### src/rtl/pc_lut_bank.sv
`timescale 1ns/1ps
// Programmable multi-bank jump-target table: indexed lookups with one cycle of latency,
// a valid/ready write port, and a sequential engine that invalidates one bank at a time.
module pc_lut_bank #(
    parameter  int D     = 12,
    parameter  int A     = 5,
    parameter  int BANKS = 2,
    localparam int BW    = (BANKS > 1) ? $clog2(BANKS) : 1
) (
    input  logic          i_clk,
    input  logic          i_rst_n,
    input  logic          i_lk_en,
    input  logic [BW-1:0] i_lk_bank,
    input  logic [A-1:0]  i_lk_addr,
    output logic [D-1:0]  o_target,
    output logic          o_target_vld,
    output logic          o_lk_done,
    input  logic          i_wr_valid,
    output logic          o_wr_ready,
    input  logic [BW-1:0] i_wr_bank,
    input  logic [A-1:0]  i_wr_addr,
    input  logic [D-1:0]  i_wr_data,
    input  logic          i_clr_req,
    input  logic [BW-1:0] i_clr_bank,
    output logic          o_busy
);

    // Storage is addressed as {bank, index}; slots for non-existent banks are never validated.
    localparam int             DEPTH    = 1 << (BW + A);
    localparam logic [BW:0]    NBANK    = (BW + 1)'(BANKS);
    localparam logic [A-1:0]   IDX_LAST = '1;

    typedef enum logic {
        ST_IDLE,
        ST_CLEAR
    } state_t;

    state_t             r_state;
    state_t             w_state_next;
    logic [A-1:0]       r_idx;
    logic [BW-1:0]      r_clr_bank;
    logic [DEPTH-1:0]   r_valid;
    logic [D-1:0]       r_mem [DEPTH];
    logic [D-1:0]       r_rd_data;
    logic               r_hit;
    logic               r_lk_done;

    logic               w_lk_bank_ok;
    logic               w_wr_bank_ok;
    logic               w_clr_bank_ok;
    logic [BW+A-1:0]    w_lk_ptr;
    logic [BW+A-1:0]    w_wr_ptr;
    logic [BW+A-1:0]    w_clr_ptr;
    logic               w_lk_blocked;
    logic               w_lk_hit;
    logic               w_wr_store;
    logic               w_clr_start;

    assign w_lk_bank_ok  = {1'b0, i_lk_bank}  < NBANK;
    assign w_wr_bank_ok  = {1'b0, i_wr_bank}  < NBANK;
    assign w_clr_bank_ok = {1'b0, i_clr_bank} < NBANK;
    assign w_lk_ptr      = {i_lk_bank, i_lk_addr};
    assign w_wr_ptr      = {i_wr_bank, i_wr_addr};
    assign w_clr_ptr     = {r_clr_bank, r_idx};

    // The whole bank being wiped reads as empty, even entries not yet reached by the sweep.
    assign w_lk_blocked  = (r_state == ST_CLEAR) && (i_lk_bank == r_clr_bank);
    assign w_lk_hit      = w_lk_bank_ok && (i_lk_addr != '0) && r_valid[w_lk_ptr] && !w_lk_blocked;

    assign o_wr_ready    = (r_state == ST_IDLE) && !i_clr_req;
    assign w_wr_store    = i_wr_valid && o_wr_ready && w_wr_bank_ok && (i_wr_addr != '0);
    assign w_clr_start   = (r_state == ST_IDLE) && i_clr_req && w_clr_bank_ok;

    always_comb begin
        w_state_next = r_state;
        case (r_state)
            ST_IDLE:  if (w_clr_start) w_state_next = ST_CLEAR;
            ST_CLEAR: if (r_idx == IDX_LAST) w_state_next = ST_IDLE;
            default:  w_state_next = ST_IDLE;
        endcase
    end

    always_ff @(posedge i_clk or negedge i_rst_n) begin
        if (!i_rst_n) begin
            r_state    <= ST_IDLE;
            r_idx      <= '0;
            r_clr_bank <= '0;
            r_valid    <= '0;
            r_hit      <= 1'b0;
            r_lk_done  <= 1'b0;
        end else begin
            r_state <= w_state_next;
            if (w_clr_start) begin
                r_idx      <= '0;
                r_clr_bank <= i_clr_bank;
            end else if (r_state == ST_CLEAR) begin
                r_idx <= r_idx + 1'b1;
            end
            // Writes are only accepted in IDLE, so these two never touch the same cycle.
            if (r_state == ST_CLEAR) r_valid[w_clr_ptr] <= 1'b0;
            if (w_wr_store)          r_valid[w_wr_ptr]  <= 1'b1;
            r_lk_done <= i_lk_en;
            if (i_lk_en) r_hit <= w_lk_hit;
        end
    end

    // Data array without reset; a same-cycle write is seen by the next lookup only.
    always_ff @(posedge i_clk) begin
        if (w_wr_store) r_mem[w_wr_ptr] <= i_wr_data;
        if (i_lk_en)    r_rd_data       <= r_mem[w_lk_ptr];
    end

    assign o_target     = r_hit ? r_rd_data : '0;
    assign o_target_vld = r_hit;
    assign o_lk_done    = r_lk_done;
    assign o_busy       = (r_state == ST_CLEAR);

endmodule
### config.mk
export PLATFORM = sky130hd
export DESIGN_NAME = pc_lut_bank
export DESIGN_NICKNAME = d
export VERILOG_FILES = /design/src/rtl/pc_lut_bank.sv
export SDC_FILE = /design/constraint.sdc
export NUM_CORES = 1
export LEC_CHECK = 0
export ABC_CLOCK_PERIOD_IN_PS = 6180
export BUFFER_PORTS_ARGS = -buffer_cell sky130_fd_sc_hd__clkbuf_2
export CORE_ASPECT_RATIO = 1.4
export CORE_MARGIN = 3
export CORE_UTILIZATION = 34
export DETAILED_ROUTE_END_ITERATION = 16
export PLACE_DENSITY_LB_ADDON = 0.08
export RECOVER_POWER = 25
export SYNTH_ARGS = -nofsm -noshare
export SYNTH_HDL_FRONTEND = slang
export SYNTH_SLANG_ARGS = --single-unit
### constraint.sdc
create_clock -name i_clk -period 6.18 [get_ports i_clk]
set_input_delay 0.309 -clock i_clk [delete_from_list [all_inputs] [get_ports i_clk]]
set_output_delay 0.309 -clock i_clk [all_outputs]
set_load 0.01 [all_outputs]
-- After elaboration in Yosys (flattened, before gate mapping)
Memories as Yosys holds them, arrays and structs flattened. A register that Yosys moved wholly into a read port is not among the register bits.
Index checks and enable logic that the tools add are counted.
- memories kept: 1
- bits in writable memories: 768
- output and inout port bits: 16
- word-level logic and storage cells: 49
- register bits: 73
- magnitude comparators: 5
- bitwise gates (word level): 4
- reduce and logical (&&, ||, !) cells: 14
- multiplexer cells: 16
- add/sub/neg operators: 1
- eq/ne operators: 2
- memory list (memory ; depth ; bits a word ; read ports ; clocked after Yosys merged registers in ; wr ports ; line ; text):
    r_mem ; 64 ; 12 ; 1 ; 1 ; 1 ; 43 ; logic [D-1:0] r_mem [DEPTH];
- operators with widths (kind ; count):
    $mux W64 ; 2
    $and A64 B64 Y64 ; 1
    $not A64 Y64 ; 1
    $or A64 B64 Y64 ; 1
    $lt A6 B7 Y1 const B ; 3
    $demux W1 S6 ; 2
    $ge A6 B1 Y1 const B ; 2
    $mux W12 ; 1
    $mux W5 ; 2
    $reduce_bool A5 Y1 ; 2
    $logic_and A1 B1 Y1 ; 9
    $mux W1 ; 7
    $bmux W1 S6 ; 1
    $add A5 B1 Y5 const B ; 1
    $eq A5 B5 Y1 const B ; 1
    $logic_not A1 Y1 ; 2
    $pmux W1 S2 ; 1
    $reduce_bool A2 Y1 ; 1
    $eq A1 B1 Y1 ; 1
    $not A1 Y1 ; 1

-- Longest topological paths before layout
- depth after elaboration: 9
- mapped depth: 9
- mapped depth without buffers: 5

-- Least setup slack after synthesis
Ideal clock, no wire load.
- path kind: register to register
- start point: register r_state, in the netlist o_busy
- end point: memory r_mem[14][0] (enable)
- data required time: 5.800 ns
- clock period less this slack: 2.343 ns
- path buffers: 1
- library setup time: 0.380 ns
- slack: 3.837 ns
- arrival time: 1.963 ns
- cell stages (with the launch flop): 7
- cells stage by stage: dfrtp_1 -> nor2_1 -> nand2_1 -> nor2_1 -> nand3_1 -> clkbuf_1 -> nor2_1
- word-level cells in the longest chain between the ends: 6
- ends and longest elaborated chain (item ; line ; text):
    from (decl) ; 38 ; state_t r_state;
    from (signal assigned) ; 92 ; r_state <= w_state_next;
    $not A1 Y1 ; 70 ; assign o_wr_ready = (r_state == ST_IDLE) && !i_clr_req;
    $logic_and A1 B1 Y1 ; 70 ;
    via o_wr_ready ; 19 ; output logic o_wr_ready,
    $logic_and A1 B1 Y1 (2 in series) ; 71 ; assign w_wr_store = i_wr_valid && o_wr_ready && w_wr_bank_ok && (i_wr_addr != '0);
    $mux W1 ; 109 ; if (w_wr_store) r_mem[w_wr_ptr] <= i_wr_data;
    $mux W1 (not written as such) ; 109 ;
    to (decl) ; 43 ;
The timed path passes the listed nets, and every way through them passes these cells.

-- Worst setup path in the final report
- start point: register r_state, in the netlist o_busy
- end point: memory r_mem[37][9] (enable)
- word-level cells in the longest chain between the ends: 6
- ends and longest elaborated chain (item ; line):
    $not A1 Y1 ; 70
    $logic_and A1 B1 Y1 ; 70
    $logic_and A1 B1 Y1 (2 in series) ; 71
    $mux W1 ; 109
    $mux W1 (not written as such) ; 109
No other way between the ends.

==> summary.txt <==
Floorplanning
  • Placeable core region: 0.0959 mm^2
  • Ports: 46
  • Die width: 270 um
  • Die area: 0.101 mm^2
  • Die Ht: 375 um
  • Starting density of the core: 34.5%
  • FP Rows: 134

Yosys
  • Post-synthesis cell count: 1637
  • Predominant post-synthesis flop cell: edfxtp_1
  • Post-Synthesis Cell Area: 0.0331 mm^2
  • Sequential element share of the synthesized area: 76.2%
  • Distinct cell type count after synthesis: 43
  • Ys Warns: 0
  • Leading area contributor after synthesis: edfxtp_1
  • Post-synth EDFFs: 780
  • FFs w/ async S/R, synth: 8.45%
  • Synth top area cells: edfxtp_1 71%, mux4_2 14%, dfrtp_1 5.4%, o21ai_0 2.0%, a22oi_1 1.5%
  • Number of synthesized register bits: 852
  • Syn Area/Cell: 20.2 um^2
  • Top cell type's share of synthesized area: 70.8%

Drt
  • Via count: 16700
  • Drt via density: 5.31
  • Initial DRC Count: 1475
  • ANT nets after route: 0
  • WL final: 94400 um
  • 1st-pass router iterations: 5
  • Remaining DRCs: 0
  • DR WL/cell: 30.1 um

Outcome
  • Failing checks: max-capacitance violations, max-slew violations
  • Status: complete, but fails checks

Timing
  • Slew Limit Fails: 715
  • Clock skew: 21.0 ps
  • Worst-margin pin slew: 3560 ps
  • Minimum clock period: 3200 ps
  • Slew HR: -137%
  • Max frequency: 312 MHz
  • Final hold vios: 0
  • RSZ-0062 raised after global routing: false
  • Worst Setup Slack, final: 2980 ps
  • Final setup vio count: 0
  • Fin crit share: 51.8%
  • Post-Route Setup TNS: 0 ps

Pwr
  • Final total power: 0.0129 W
  • Cell Pwr Density: 341 mW/mm^2
  • Total leakage power: 11.9 nW
  • Max VDD drop: 262 uV

Global route
  • First-pass GRT wire length: 135000 um
  • Vias in the first global route: 17400
  • Antenna violations before repair: 7
  • Largest net degree at the start of global routing: 82
  • Total gr overflow: 0
  • Total track usage: 18.8%

Clock tree
  • Clk sinks: 852
  • Setup Buffers After CTS: 0
  • Total clock buffers created by CTS: 87
  • Largest buffer count on any clock path: 3
  • H-tree depth: 3
  • Skew-Pair Late Insertion Delay: 660 ps
  • Worst-path clk slew: 60 ps
  • CTS tree: done
  • CTS Root Cell: clkbuf_16

Placement
  • Post-DP HPWL: 57000 um
  • DP Cell Count: 2976
  • RePlAce Congestion: 0.768
  • DP Worst Slack: 2590 ps
  • Dpl cell area: 0.0352 mm^2
  • PortBufs: 45

Finish
  • Final nets: 1810
  • Fraction of layout cells with a size suffix above 1: 24.7%
  • Final Non-Filler Cells: 3141
  • Final instance area: 0.0379 mm^2
  • Fillers: 8735
  • Area grow syn2layout: 14.5%

Hold path
  • HP Class: primary input to flip-flop
  • Hold Crit Depth: 4

Setup path
  • Max incr delay on CP: 940 ps
  • Reg2Reg Depth: 5
  • Slowest library cell on the worst path: nor2_1
  • CP Max Fanout: 12
  • CP Cell Sequence: nor2_1 -> and3_1 -> nand2_1 -> buf_4 -> nor2_1
  • CP endpoint kind: flip-flop
  • Worst path most repeated cell: nor2_1
  • Crit path arrival time: 3470 ps
  • Req. time, crit path: 6450 ps
  • Startpoint types: flip-flop
  • Setup CP Type: flip-flop to flip-flop

Flow run
  • # Max-Cap Violations: 11
-- worst paths after layout --
kind / startpoint / endpoint / slack [ps]
max: o_busy / r_mem[37][9] / 2980
min reg2reg: r_valid[32] / r_valid[32] / 500
max reg2reg: o_busy / r_mem[37][9] / 2980
min in group asynchronous: i_rst_n / r_valid[55] / 440
min: i_wr_addr[1] / r_valid[60] / 60
max in group asynchronous: i_rst_n / o_busy / 5110
-- state kept, by name (all words and copies together), names as in the netlist --
register and count:
r_mem 768, r_valid 63, r_rd_data 12, r_idx 5, o_busy 1, o_lk_done 1
o_target_vld 1, r_clr_bank 1
-- per-stage QoR --
| step | util, % | hold WS [ps] |
|---|---|---|
| final | 39.5 | 55.9 |
| after global routing | 39.5 | 62.3 |
| after CTS | 39.5 | 6.69 |
| after detailed placement | 36.7 | 489 |
| after global placement | 36.7 | 468 |
| after floorplan | - | 13.4 |
-- layout by cell type (no fill, tap or decap), drive strengths merged, types with 6 or more instances in the layout --
cell type  instances
nand2b             8
buf               71
dfrtp             72
clkbuf           164
o22ai             31
and2              13
edfxtp           780
nand3b             7
conb              24
nand2             33
bufinv             6
nor2              75
mux2               8
inv                7
nand3             13
a22oi             65
clkinv            35
nor3              16
nor2b              8
or4                8
mux2i              9
o21ai            131
a21oi             20
mux4             206
-- kinds of logic (layout without fill, tap and decap cells) --
family	Yosys count	after routing	synth area share, %
buffers and inverters	103	291	1.64
muxes	223	223	14.6
and+or+nand+nor	193	193	2.80
xor gates and xnor gates	1	1	0.0265
DFF	852	852	76.2
AOI/OAI and AO/OA	262	262	4.68
adders and majority gates	2	2	0.0756
other	1	25	0.0113
-- worst max-delay path, delay by kind of cell (launching register included) --
kind,cells,cell delay (ps)
buf+inv,1,330
flops,1,520
simple gates,4,1970
-- where the power goes --
group	internal, W	total [W]	switching [W]
Sequential	0.00654	0.00673	0.000190
Clock	0.00289	0.00509	0.00220
Combinational	0.000404	0.00109	0.000684
-- repair_timing --
action                                 4_1_cts  5_1_grt
hold buffers                                 4        0
endpoints found under the hold margin       76        0
gates resized for setup                      0        0
-- Yosys cell counts (3+ instances only) --
library cell / count
or3b_2: 3
buf_1: 9
a31oi_1: 3
nand3b_1: 7
buf_4: 13
inv_1: 3
a22oi_1: 65
o22ai_1: 31
mux4_2: 206
o21ai_0: 130
mux2i_1: 9
mux2_1: 3
or4_1: 8
a211oi_1: 3
nand2_1: 33
clkbuf_1: 52
nand2b_1: 8
dfrtp_1: 72
buf_2: 14
buf_6: 12
nor2_1: 75
a21oi_1: 20
nand3_1: 13
nor3_1: 16
edfxtp_1: 780
and2_1: 13
mux2_2: 5
nor2b_1: 8
-- area by class of cell --
| cell class | count | area (um^2) | area share (%) |
|---|---|---|---|
| Inverter | 3 | 11.3 | 0.0297 |
| Multi-Input combinational cell | 705 | 7450 | 19.7 |
| Tap cell | 1292 | 1620 | 4.27 |
| Clock buffer | 110 | 2310 | 6.09 |
| Sequential cell | 852 | 25200 | 66.6 |
| Timing Repair Buffer | 129 | 881 | 2.32 |
| Antenna cell | 1 | 2.50 | 0.00660 |
| Clock inverter | 49 | 402 | 1.06 |
-- metal layers --
layer  track usage (%)  vias to the layer above  wire (um)
met3              2.46                      114       3620
met2              32.7                      418      48700
met1              24.8                     9116      40000
met4              5.10                        0       2000
li1                  -                     7044          -
met5                 0                        -          0
No activity file was read; power rests on OpenSTA's default activity.
